===== src/rtl/timer_array_if.sv =====
`default_nettype none
// ============================================================================
//  Module      : timer_array_if
//  Description : Register-window bus between a bus master and timer_array.
//                Word address, write strobe, write/read data and the combined
//                interrupt line.
//  Revision    : 1.0  initial release
// ============================================================================
interface timer_array_if #(
    parameter int ADDR_WIDTH = 3
);
    logic [ADDR_WIDTH-1:0] ADD_I;
    logic                  WE_I;
    logic [31:0]           DAT_I;
    logic [31:0]           DAT_O;
    logic                  IRQ_O;

    modport master (
        output ADD_I,
        output WE_I,
        output DAT_I,
        input  DAT_O,
        input  IRQ_O
    );

    modport slave (
        input  ADD_I,
        input  WE_I,
        input  DAT_I,
        output DAT_O,
        output IRQ_O
    );
endinterface
`default_nettype wire


===== src/rtl/timer_array.sv =====
`default_nettype none
// ============================================================================
//  Module      : timer_array
//  Description : CHANNELS independent WIDTH-bit down-counters, each with a
//                PSC_WIDTH-bit prescaler, one-shot/periodic mode and a sticky
//                W1C pending flag. One register window, one combined IRQ.
//                Register map per channel: 0 CTRL, 1 PRESET, 2 COUNT, 3 STATUS.
//  Revision    : 1.0  initial release
// ============================================================================
module timer_array #(
    parameter int CHANNELS  = 2,
    parameter int WIDTH     = 32,
    parameter int PSC_WIDTH = 8
) (
    input  wire logic    CLK_I,
    input  wire logic    RST_I,
    timer_array_if.slave bus
);
    localparam int ADDR_WIDTH = $clog2(CHANNELS) + 2;
    localparam int SEL_WIDTH  = (CHANNELS > 1) ? $clog2(CHANNELS) : 1;

    logic [SEL_WIDTH-1:0] ch_sel;
    logic                 ch_valid;
    logic [1:0]           reg_sel;
    logic [31:0]          rd_word [CHANNELS][4];
    logic [CHANNELS-1:0]  irq_vec;

    assign reg_sel = bus.ADD_I[1:0];

    generate
        if (CHANNELS > 1) begin : g_sel_multi
            assign ch_sel = bus.ADD_I[ADDR_WIDTH-1:2];
        end else begin : g_sel_single
            assign ch_sel = '0;
        end
    endgenerate

    // Address slots beyond the last channel (non power-of-two counts) are dead.
    assign ch_valid = (32'(ch_sel) < 32'(CHANNELS));

    genvar gi;
    generate
        for (gi = 0; gi < CHANNELS; gi++) begin : g_ch
            logic                 en;
            logic [1:0]           mode;
            logic                 im;
            logic [PSC_WIDTH-1:0] psc;
            logic [PSC_WIDTH-1:0] div;
            logic [WIDTH-1:0]     preset;
            logic [WIDTH-1:0]     count;
            logic                 pending;
            logic                 hit;
            logic                 wr_ctrl;
            logic                 wr_preset;
            logic                 wr_clear;
            logic                 tick;
            logic                 expire;

            assign hit       = bus.WE_I && ch_valid && (ch_sel == SEL_WIDTH'(gi));
            assign wr_ctrl   = hit && (reg_sel == 2'd0);
            assign wr_preset = hit && (reg_sel == 2'd1);
            assign wr_clear  = hit && (reg_sel == 2'd3) && bus.DAT_I[0];
            // A CTRL/PRESET write to this channel preempts its own tick.
            assign tick      = en && (div == psc) && !wr_ctrl && !wr_preset;
            assign expire    = tick && (count == '0);

            // Control, prescaler and counter state; bus writes win over ticks.
            always_ff @(posedge CLK_I or posedge RST_I) begin
                if (RST_I) begin
                    en     <= 1'b0;
                    mode   <= 2'b00;
                    im     <= 1'b0;
                    psc    <= '0;
                    div    <= '0;
                    preset <= '0;
                    count  <= '0;
                end else if (wr_ctrl) begin
                    en   <= bus.DAT_I[0];
                    mode <= bus.DAT_I[2:1];
                    im   <= bus.DAT_I[3];
                    psc  <= bus.DAT_I[4 +: PSC_WIDTH];
                    div  <= '0;
                end else if (wr_preset) begin
                    preset <= bus.DAT_I[WIDTH-1:0];
                    count  <= bus.DAT_I[WIDTH-1:0];
                    en     <= 1'b1;
                    div    <= '0;
                end else if (en) begin
                    if (div == psc) begin
                        div <= '0;
                        if (count == '0) begin
                            count <= preset;
                            // Only MODE=01 keeps running; 00 and 1x stop.
                            if (mode != 2'b01) begin
                                en <= 1'b0;
                            end
                        end else begin
                            count <= count - WIDTH'(1);
                        end
                    end else begin
                        div <= div + PSC_WIDTH'(1);
                    end
                end
            end

            // Sticky pending flag: an expiry beats a same-cycle W1C.
            always_ff @(posedge CLK_I or posedge RST_I) begin
                if (RST_I) begin
                    pending <= 1'b0;
                end else if (expire) begin
                    pending <= 1'b1;
                end else if (wr_clear) begin
                    pending <= 1'b0;
                end
            end

            assign rd_word[gi][0] = 32'({psc, im, mode, en});
            assign rd_word[gi][1] = 32'(preset);
            assign rd_word[gi][2] = 32'(count);
            assign rd_word[gi][3] = 32'(pending);
            assign irq_vec[gi]    = pending & im;
        end
    endgenerate

    // Combinational read of the addressed register; absent channels read zero.
    always_comb begin
        bus.DAT_O = '0;
        if (ch_valid) begin
            bus.DAT_O = rd_word[ch_sel][reg_sel];
        end
    end

    assign bus.IRQ_O = |irq_vec;

endmodule
`default_nettype wire

===== src/flat_wrapper.sv =====
// flat-port wrapper written by rule: the top's interface ports become plain ports
module timer_array_flat 
#(
    parameter int CHANNELS  = 2,
    parameter int WIDTH     = 32,
    parameter int PSC_WIDTH = 8
)
  (CLK_I, RST_I, bus_ADD_I, bus_WE_I, bus_DAT_I, bus_DAT_O, bus_IRQ_O);
  timer_array_if bus_i ();
  input  wire logic CLK_I;
  input  wire logic RST_I;
  input wire logic [$bits(bus_i.ADD_I)-1:0] bus_ADD_I;
  input wire logic [$bits(bus_i.WE_I)-1:0] bus_WE_I;
  input wire logic [$bits(bus_i.DAT_I)-1:0] bus_DAT_I;
  output wire logic [$bits(bus_i.DAT_O)-1:0] bus_DAT_O;
  output wire logic [$bits(bus_i.IRQ_O)-1:0] bus_IRQ_O;
  assign bus_i.ADD_I = bus_ADD_I;
  assign bus_i.WE_I = bus_WE_I;
  assign bus_i.DAT_I = bus_DAT_I;
  assign bus_DAT_O = bus_i.DAT_O;
  assign bus_IRQ_O = bus_i.IRQ_O;
  timer_array #(.CHANNELS(CHANNELS), .WIDTH(WIDTH), .PSC_WIDTH(PSC_WIDTH)) u_core (.CLK_I(CLK_I), .RST_I(RST_I), .bus(bus_i));
endmodule

===== config.mk =====
export PLATFORM = sky130hd
export DESIGN_NAME = timer_array_flat
export DESIGN_NICKNAME = d
export VERILOG_FILES = /design/src/rtl/timer_array_if.sv /design/src/rtl/timer_array.sv /design/src/flat_wrapper.sv
export SDC_FILE = /design/constraint.sdc
export NUM_CORES = 1
export LEC_CHECK = 0
export CAP_MARGIN = 40
export CORE_ASPECT_RATIO = 0.75
export CORE_MARGIN = 3
export CORE_UTILIZATION = 35
export DETAILED_ROUTE_END_ITERATION = 7
export GPL_TIMING_DRIVEN = 0
export PLACE_DENSITY = 0.48
export RECOVER_POWER = 25
export SLEW_MARGIN = 20
export SYNTH_ARGS = -nofsm -noshare
export SYNTH_HDL_FRONTEND = slang
export SYNTH_SLANG_ARGS = --single-unit

===== constraint.sdc =====
create_clock -name CLK_I -period 11.8 [get_ports CLK_I]
set_clock_uncertainty 0.15 [all_clocks]
set_input_delay 2.36 -clock CLK_I [delete_from_list [all_inputs] [get_ports CLK_I]]
set_output_delay 2.36 -clock CLK_I [all_outputs]
set_load 0.05 [all_outputs]

# Word level (Yosys, flattened, before mapping)
# Index checks and enable logic that the tools add are counted.
dict set report op_classes {
  n_addsub 4
  n_lt_le_gt_ge 2
  eq_ne 6
  mux 38
  n_bitwise 7
  reduce_logical 38
}
# op n
set ops {}
lappend ops {{$mux W32} 10}
lappend ops {{$mux W128} 2}
lappend ops {{$mux W108} 1}
lappend ops {{$bmux W32 S2} 1}
lappend ops {{$logic_not A32 Y1} 2}
lappend ops {{$mux W8} 8}
lappend ops {{$sub A32 B1 Y32 const B} 2}
lappend ops {{$logic_and A1 B1 Y1} 18}
lappend ops {{$add A8 B1 Y8 const B} 2}
lappend ops {{$eq A8 B8 Y1} 2}
lappend ops {{$mux W1} 16}
lappend ops {{$reduce_bool A2 Y1} 6}
lappend ops {{$reduce_and A3 Y1} 2}
lappend ops {{$reduce_bool A3 Y1} 2}
lappend ops {{$logic_not A1 Y1} 4}
lappend ops {{$ne A2 B1 Y1 const B} 2}
lappend ops {{$reduce_and A2 Y1} 2}
lappend ops {{$ge A3 B3 Y1 const B} 1}
lappend ops {{$not A1 Y1} 3}
lappend ops {{$not A2 Y3} 1}
lappend ops {{$and A1 B1 Y1} 2}
lappend ops {{$eq A2 B1 Y1 const B} 1}
lappend ops {{$eq A2 B2 Y1 const B} 1}
lappend ops {{$ge A2 B2 Y1 const B} 1}
lappend ops {{other kinds (3)} 3}
dict set report word_totals {
  regBits 170
  inputBits 38
  output_inout_bits 33
  word_cells 111
}

# Longest topological paths before layout
# Gate-level depths: netlist of the first run.
dict set report logic_depth {
  word_depth 8
  ltp_mapped 9
  depth_no_buf 8
}

# Worst setup path after synthesis of the first run
# OpenSTA, ideal clock, no wires.
dict set report synth_timing {
  path_type {input to output}
  start {in bus_ADD_I[1]}
  end {out bus_DAT_O[1]}
  t_arrival_ns 4.241
  required_ns 9.290
  setup_slack_ns 5.049
  path_stages 6
  path_buffers 2
  path_cell_list {buf_1 > clkbuf_1 > mux2i_1 > nor2_1 > a21oi_1 > a21oi_1}
}
dict set report synth_via {
  elab_chain_cells 4
}
# element line_no
set synth_rtl {}
lappend synth_rtl {{start: declaration} flat_wrapper.sv:12} ;# input wire logic [$bits(bus_i.ADD_I)-1:0] bus_ADD_I;
lappend synth_rtl {{$not A2 Y3 (not written as such)} timer_array.sv:129} ;# bus.DAT_O = rd_word[ch_sel][reg_sel];
lappend synth_rtl {{$bmux W32 S2} timer_array.sv:129}
lappend synth_rtl {{$mux W32 (not written as such) (2 in series)} timer_array.sv:129}
lappend synth_rtl {{end: declaration} flat_wrapper.sv:15} ;# output wire logic [$bits(bus_i.DAT_O)-1:0] bus_DAT_O;
# Every way passes these cells. The select of a mux whose other input is x is not followed.

# Worst setup path in the final report of the first run
dict set report layout_timing {
  start {in bus_ADD_I[1]}
  end {out bus_DAT_O[4]}
}
# The elaborated chain is that of the path after synthesis.

==> results summary, run 1 <==
In this run the worst path has a maximum fanout of 10. The largest individual stage delay along the critical path comes from the cell clkdlybuf4s50_1. The number of flip-flops and latches in the synthesized netlist came out at 170. The register-to-register setup slack came out at 8550 ps. The number of standard-cell rows in the floorplan is 53. The maximum count of clock buffers along a single path is 2.

Summing all flip-flop and latch instances after layout gives 4254 um^2. The core area is 28,380 um^2. TritonCTS built the clock tree. Counting every net in the synthesized netlist gives 1,230. The path depth of the worst reg2reg path is 8.

The count of port buffers added during placement is 70. The post-CTS setup buffer count came out at 0. On the critical path the largest part of the delay comes from buffers and inverters. The data required time at the worst endpoint is 9290 ps. Headroom to the max-slew limit came out at -142.4%. The fraction of layout cells with a size suffix above 1 is 5.964%. The number of fill cells in the layout came out at 2,935. After detailed routing, the average wire length per cell comes to 24.27 um. The via count of the first global-routing pass was 9,031. The buffer and inverter count on the worst path came out at 4. The share of async-settable or async-resettable flops after synthesis is 100.0%. The average vias per placed instance is 5.805. The data arrival at the endpoint of the critical path came out at 5800 ps. The number of flops mapped to enable cells by yosys came out at 0. The DRC violations left came out at 0. The main flop type after synthesis is dfrtp_1. The fraction of met1 tracks used by global routing is 42.53%. After synthesis, flip-flops and latches occupy 41.59% of the total area. The I/O pin count is 71. The layer flagged by global routing as most heavily used is met1. The number of routed nets with antenna violations came out at 0. The class of the most critical hold timing path is flip-flop to flip-flop.

The worst hold path begins at u_core.g_ch[1].preset[11]. The count of instances resized after the clock tree is built is 0. The accumulated negative setup slack came out at 0 ps. The endpoint class of the critical path is an output pin. In this run the critical register-to-register path is captured at u_core.g_ch[1].count[20].

The sum of routed wire length over all layers is 40.70 mm. The max-capacitance violation count came out at 1. The horizontal die dimension came out at 203.4 um. The initial cell density of the core is 36.04%. The share of Yosys cell area claimed by the top area cell type is 41.59%. The area of combinational cells with multiple inputs is 5610 um^2.

The largest single stage delay on the critical path is 750 ps. The number of distinct standard cells referenced by the synthesized netlist came out at 69. The worst hold path passes through 2 cells. The final weighted congestion in routability-driven placement came out at 0.8995. Ranked by instance count, the synthesized netlist is headed by nand2_1 (256), dfrtp_1 (170), nor2_1 (90), o21ai_0 (73), clkbuf_1 (72).

The number of hold-slack violations in the final timing report came out at 0. The met2 demand-to-capacity share in global routing came out at 34.26%. The initial antenna violation count came out at 1.

Dividing total power by cell area gives a power density of 180.7 nW/um^2. The net count of the finished layout is 1,324. The count of H-tree levels built during CTS is 4. The design draws 2169 uW. The analysis attributes to cell leakage a power of 0.005061 uW.

For the pin with the worst max-slew slack, the measured transition is 3616 ps. The final-report setup violation count is 0. The gate count after technology mapping is 1,186.

nand2_1 is the most common cell in the netlist. The total count of max-transition violations in the final report came out at 75. For this design, the sink count on the clock tree is 170. The mean post-synth cell area came out at 8.624 um^2.

The run finished, with violations left. The number of buffers added by the clock tree synthesis step is 17. The maximum vdd drop is 0.1020 mV. The highest clock frequency the design can meet came out at 120.3 MHz. By area the synthesized netlist is led by dfrtp_1 (42%), nand2_1 (9.4%), mux2i_1 (6.5%). Once detailed placement completed, the half-perimeter wirelength came to 30.46 mm. The height of the die is 154.1 um.

The worst-skew pair later-pin latency came out at 460 ps. STA classifies the critical path startpoint as an input port. The hold-fix buffer count after cts is 0. The DRC violation total after the first TritonRoute iteration is 1,000. For this run, the number of Yosys warnings is 0. The via count of the routed design came out at 9,735. The die covers 31,330 um^2. The cell count along the critical path came out at 8.

The end point of the worst hold path is u_core.g_ch[1].preset[11]. The cell chosen for the clock root is clkbuf_16. The clock input transition at the sequential cells of the worst setup and hold paths came out at 60 ps. The critical path goes through clkdlybuf4s50_1 > buf_1 > clkbuf_1 > mux2i_1 > nor2_1 > a21oi_1 > a21oi_1 > clkdlybuf4s50_1. The period utilization came out at 70.43%. The cell area after synthesis is 10,230 um^2. Setup repair after global routing left no endpoint under its margin. By startpoint and endpoint, the worst setup path is classified as input port to output pin. The maximum number of pins on one net before global-route repair came out at 97. The critical register-to-register path startpoint is u_core.g_ch[1].count[2]. The synthesized design spends more area on one cell type than any other, namely dfrtp_1. The post-layout minimum cycle time is 8310 ps. The overall overflow remaining after global route is 0. The checks that failed: max-capacitance violations, max-slew violations. The wire length of the first global-routing pass is 61.00 mm. The met3 capacity usage during global routing came out at 5.185%. The count of TritonRoute iterations in the first routing pass came out at 5. The global router's overall resource usage is 26.22%.

The post-synthesis to final-layout area growth is 17.33%.
## logic make-up (layout without fill, tap and decap cells)
| group | count (synthesis) | count (layout) | synth area share (%) |
|---|---|---|---|
| buf+inv | 92 | 197 | 3.560 |
| other cells | 0 | 1 | 0 |
| simple gates | 489 | 489 | 22.39 |
| mux | 91 | 91 | 9.431 |
| fa+ha+maj | 6 | 6 | 0.7339 |
| xor+xnor | 50 | 50 | 4.281 |
| compound gates | 288 | 288 | 18.02 |
| flops | 170 | 170 | 41.59 |
## routing by layer
metal / wire (um) / vias to the layer above
met5: 0 / -
li1: - / 4444
met3: 3176 / 53
met1: 20620 / 4859
met4: 745 / 0
met2: 16160 / 379
## power by group
part           total (uW)  internal, uW  switching [uW]
registers             970           726             244
clock network         544           297             246
logic                 655           284             371
## area by class of cell
cell class | count | area share (%)
multi-input cells | 924 | 46.75
flip-flops and latches | 170 | 35.45
repair buffers | 75 | 6.255
well taps | 385 | 4.014
clock buffers | 22 | 3.868
plain buffers | 82 | 2.721
clock inverters | 8 | 0.6047
inverters | 10 | 0.3232
diodes | 1 | 0.02085
## sequential cells by signal, summed over array words and instances, names as in the netlist
name / flops
u_core.g_ch.mode: 4
u_core.g_ch.preset: 64
u_core.g_ch.psc: 16
u_core.g_ch.im: 2
u_core.g_ch.en: 2
u_core.g_ch.div: 16
u_core.g_ch.count: 64
u_core.g_ch.pending: 2
## metrics by stage
| step | cell area [um^2] | cells | hold WS (ps) | setup slack (ps) | utilization, % |
|---|---|---|---|---|---|
| final | 12000 | 1677 | 365.8 | 3490 | 42.29 |
| after global routing | 12000 | 1676 | 401.3 | 3303 | 42.28 |
| after CTS | 11990 | 1674 | 371.2 | 3556 | 42.25 |
| after detailed placement | 11460 | 1644 | 355.2 | 3573 | 40.36 |
| after global placement | 11410 | 1641 | 345.7 | 1724 | 40.20 |
| after floorplan | 10230 | 1186 | 307.7 | 4687 | - |
## cell usage in the layout (no fill, tap or decap), types with 8 or more instances in the layout
master / n
mux2i_1: 66
or4_1: 8
nand4_1: 9
xnor2_1: 22
o22ai_1: 26
nand3_1: 24
nor4_1: 17
clkdlybuf4s50_1: 68
and2_1: 9
clkbuf_1: 75
inv_1: 9
nor3_1: 18
a31oi_1: 13
xor2_1: 28
a21oi_1: 67
mux2_2: 23
nand2b_1: 10
o211ai_1: 13
clkbuf_16: 17
nor2_1: 90
a22o_1: 12
dfrtp_1: 170
a211oi_1: 22
nand2_1: 256
o21ai_0: 73
o22a_1: 10
## worst max path at each step
stage,from,end,slack [ps]
final,bus_ADD_I[1],bus_DAT_O[4],3490
after floorplan,RST_I,u_core.g_ch[0].count[0],4690
after global placement,RST_I,u_core.g_ch[1].preset[4],1720
after global routing,bus_ADD_I[1],bus_DAT_O[11],3300
after detailed placement,bus_ADD_I[1],bus_DAT_O[4],3570
after CTS,bus_ADD_I[1],bus_DAT_O[4],3560
## tightest hold or removal path, cell delays in order, from the launching register on
cell,delay [ps]
dfrtp_1,370
nand2_1,60
nand2_1,60
No activity file was read; power rests on OpenSTA's default activity.
==> run 2, diff against run 1 <==
- PLACE_DENSITY: 0.48 -> 0.5
- clock period: 11.8 -> 7.62 ns (I/O delays scaled with it)
==> run 2 against run 1 <==
  * The flow finishes with violations (design-rule violations, max-capacitance violations, max-slew violations)
  * Final cell count is essentially flat
  * Largest cell class unchanged
  * Routed wire length shrank 1.3%
  * Largest power group unchanged
  * Design area grew 0.52%
==> results summary, run 2 (synthesis results as in run 1) <==
Outcome: finished, violations left (unchanged). Violated checks: design-rule violations, max-capacitance violations, max-slew violations (was max-capacitance violations, max-slew violations). The via count of the first global-routing pass is 9,241 (was 9,031). The maximum vdd drop is 0.1721 mV (was 0.1020 mV). The number of standard-cell rows in the floorplan came out at 53 (unchanged).

The final-report setup violation count was 0 (unchanged). The endpoint of the worst-slack reg-to-reg timing path is u_core.g_ch[0].count[15] (was u_core.g_ch[1].count[20]). The share of the core filled with cells is 42.51% (was 42.29%). The DRC violations left came to 1 (was 0).

The register area came out at 4254 um^2 (unchanged). The data arrival at the endpoint of the critical path came out at 4810 ps (was 5800 ps). The wire length of the first global-routing pass is 60.28 mm (was 61.00 mm). The max-capacitance violation count is 1 (unchanged). The area enclosed by the die boundary is 31,330 um^2 (unchanged). The number of hold-slack violations in the final timing report came out at 0 (unchanged).

The register-to-register setup slack is 4350 ps (was 8550 ps). The hold-fix buffer count after cts came out at 0 (unchanged). The startpoint-to-endpoint class of the critical path is input port to output pin (unchanged). The I/O pin count is 71 (unchanged). The detailed placement HPWL is 29.86 mm (was 30.46 mm). The number of nets at the end of the flow was 1,324 (unchanged).

The total inserted antenna cells came out at 0 (was 1). The path depth of the worst reg2reg path is 9 (was 8). The DRC violation total after the first TritonRoute iteration came out at 1,084 (was 1,000).

The count of instances resized after the clock tree is built is 0 (unchanged). The number of buffers added by the clock tree synthesis step was 17 (unchanged). The sum of routed wire length over all layers came out at 40.18 mm (was 40.70 mm). The transition time at the pin with the least slew margin came to 3807 ps (was 3616 ps). The period utilization is 85.11%.

The number of routed nets with antenna violations came out at 0 (unchanged). The average vias per placed instance is 5.782 (was 5.805). The count of clock tree sinks came to 170 (unchanged).

The cell chosen for the clock root was clkbuf_16 (unchanged). The fraction of layout cells with a size suffix above 1 was 6.342% (was 5.964%). The average routed wire per standard cell came out at 23.94 um (was 24.27 um).

The area of combinational cells with multiple inputs is 5610 um^2 (unchanged). The hold-critical path depth came out at 2 (unchanged). The leading cell type in the layout, fill and taps excluded is nand2_1 (unchanged). The via count of the routed design is 9,703 (was 9,735). The end point of the worst hold path is u_core.g_ch[0].preset[8] (was u_core.g_ch[1].preset[11]).

The global router's overall resource usage is 25.68% (was 26.22%). The maximum number of pins on one net before global-route repair came out at 94 (was 97). The slack of the critical path came out at 1135 ps (was 3490 ps). The total count of max-transition violations in the final report is 78 (was 75).

The core area is 28,380 um^2 (unchanged). The initial cell density of the core is 36.04% (unchanged). The static leakage came to 0.005100 uW (was 0.005061 uW). The overall overflow remaining after global route came to 0 (unchanged).

The count of H-tree levels built during CTS is 4 (unchanged). The largest driver fanout on the critical path came to 10 (unchanged). The endpoint class of the critical path was an output pin (unchanged). The count of TritonRoute iterations in the first routing pass is 8 (was 5). The initial antenna violation count came out at 0 (was 1). The setup slack after placement came out at 1216 ps (was 3573 ps). Derived from the worst setup path, the maximum achievable clock frequency is 154.2 MHz.

The sequential share of power came out at 43.6% (was 44.7%). The routed design could run at a clock period as short as 6485 ps. The source of the worst hold timing path is u_core.g_ch[0].preset[8] (was u_core.g_ch[1].preset[11]). The critical register-to-register path startpoint is u_core.g_ch[0].count[14] (was u_core.g_ch[1].count[2]). The total net switching power is 1350 uW (was 861.6 uW). The final weighted congestion in routability-driven placement came out at 0.8908 (was 0.8995). The post-synthesis to final-layout area growth came out at 17.95% (was 17.33%). The height of the die is 154.1 um (unchanged).

The clock input transition at the sequential cells of the worst setup and hold paths came to 60 ps (about the same). The accumulated negative setup slack came to 0 ps (unchanged). The internal cell power is 2068 uW (was 1307 uW).

The share of power burned in combinational logic came out at 29.7% (was 30.2%). Top Registers: u_core.g_ch.count x64, u_core.g_ch.preset x64 (unchanged). The count of port buffers added during placement came out at 70 (unchanged). Setup repair after global routing missed its margin: false (unchanged). The total power per unit cell area is 283.4 nW/um^2 (was 180.7 nW/um^2). The TritonCTS clock tree is done (unchanged). The kind of start point of the critical path is an input port (unchanged). The worst-case headroom to the max-slew limit came out at -155.2% (was -142.4%). The share of total power consumed by net switching is 39.50% (was 39.73%). The number of fill cells in the layout was 2,924 (was 2,935).

The worst-skew pair later-pin latency is 440 ps (was 460 ps). The post-CTS setup buffer count came out at 0 (unchanged). The proportion of power drawn by the clock network came out at 26.6% (was 25.1%). Commonest non-fill, non-tap cells in the layout: nand2_1 (256), dfrtp_1 (170), nor2_1 (90) (unchanged). The class of the most critical hold timing path is flip-flop to flip-flop (unchanged). The data required time at the worst endpoint is 5950 ps (was 9290 ps). The maximum count of clock buffers along a single path is 2 (unchanged). The horizontal die dimension came out at 203.4 um (unchanged).
run 2: worst max-delay path: stages:
cell,delay (ps)
clkdlybuf4s50_1,560
buf_1,440
clkbuf_1,620
mux2i_1,260
nor2_1,60
a21oi_1,390
a21oi_1,200
clkdlybuf4s50_1,750
run 2: area by class of cell:
cell class | instances | area share [%]
inverters | 10 | 0.3215
multi-input cells | 924 | 46.50
clock inverters | 13 | 1.182
clock buffers | 19 | 3.754
well taps | 385 | 3.993
plain buffers | 82 | 2.707
flip-flops and latches | 170 | 35.26
repair buffers | 75 | 6.275
run 2: per-layer routing:
| layer | vias to the layer above | GRT usage (%) | part of all wire (%) |
|---|---|---|---|
| met3 | 43 | 6.899 | 9.6 |
| met4 | 0 | 6.060 | 1.4 |
| li1 | 4456 | - | - |
| met5 | - | 0 | 0 |
| met1 | 4767 | 40.05 | 48 |
| met2 | 437 | 34.82 | 41 |
run 2: how the worst max path moves through the flow:
stage | end | slack (ps) | startpoint | depth (start not counted)
3_3_place_gp | u_core.g_ch[1].preset[3] | -1640 | RST_I | 2
6_report | bus_DAT_O[10] | 1130 | bus_ADD_I[1] | 8
3_5_place_dp | bus_DAT_O[4] | 1220 | bus_ADD_I[1] | 8
5_1_grt | bus_DAT_O[10] | 930 | bus_ADD_I[1] | 8
4_1_cts | bus_DAT_O[4] | 1210 | bus_ADD_I[1] | 8
2_1_floorplan | u_core.g_ch[0].count[0] | 1340 | RST_I | 1
run 2: power groups by stage:
stage          Combinational (uW)  Sequential, uW  Clock (uW)
2_1_floorplan                 756            1340           0
3_3_place_gp                  990            1490           0
3_5_place_dp                 1010            1490           0
4_1_cts                      1010            1470         925
5_1_grt                      1130            1520         961
6_report                     1020            1490         910
run 2: metrics by stage:
step | hold slack (ps) | area, um^2 | instances | total power [uW]
2_1_floorplan | 307.7 | 10230 | 1186 | 2091
3_3_place_gp | 351.6 | 11410 | 1641 | 2479
3_5_place_dp | 351.5 | 11460 | 1644 | 2493
4_1_cts | 368.5 | 12050 | 1676 | 3409
5_1_grt | 408.8 | 12060 | 1678 | 3606
6_report | 373.5 | 12060 | 1678 | 3418
==> run 3, diff against run 2 <==
- ABC_CLOCK_PERIOD_IN_PS: unset -> 7620
==> results of run 3 <==
Final layout, timing and power as in run 2 (identical DEF).
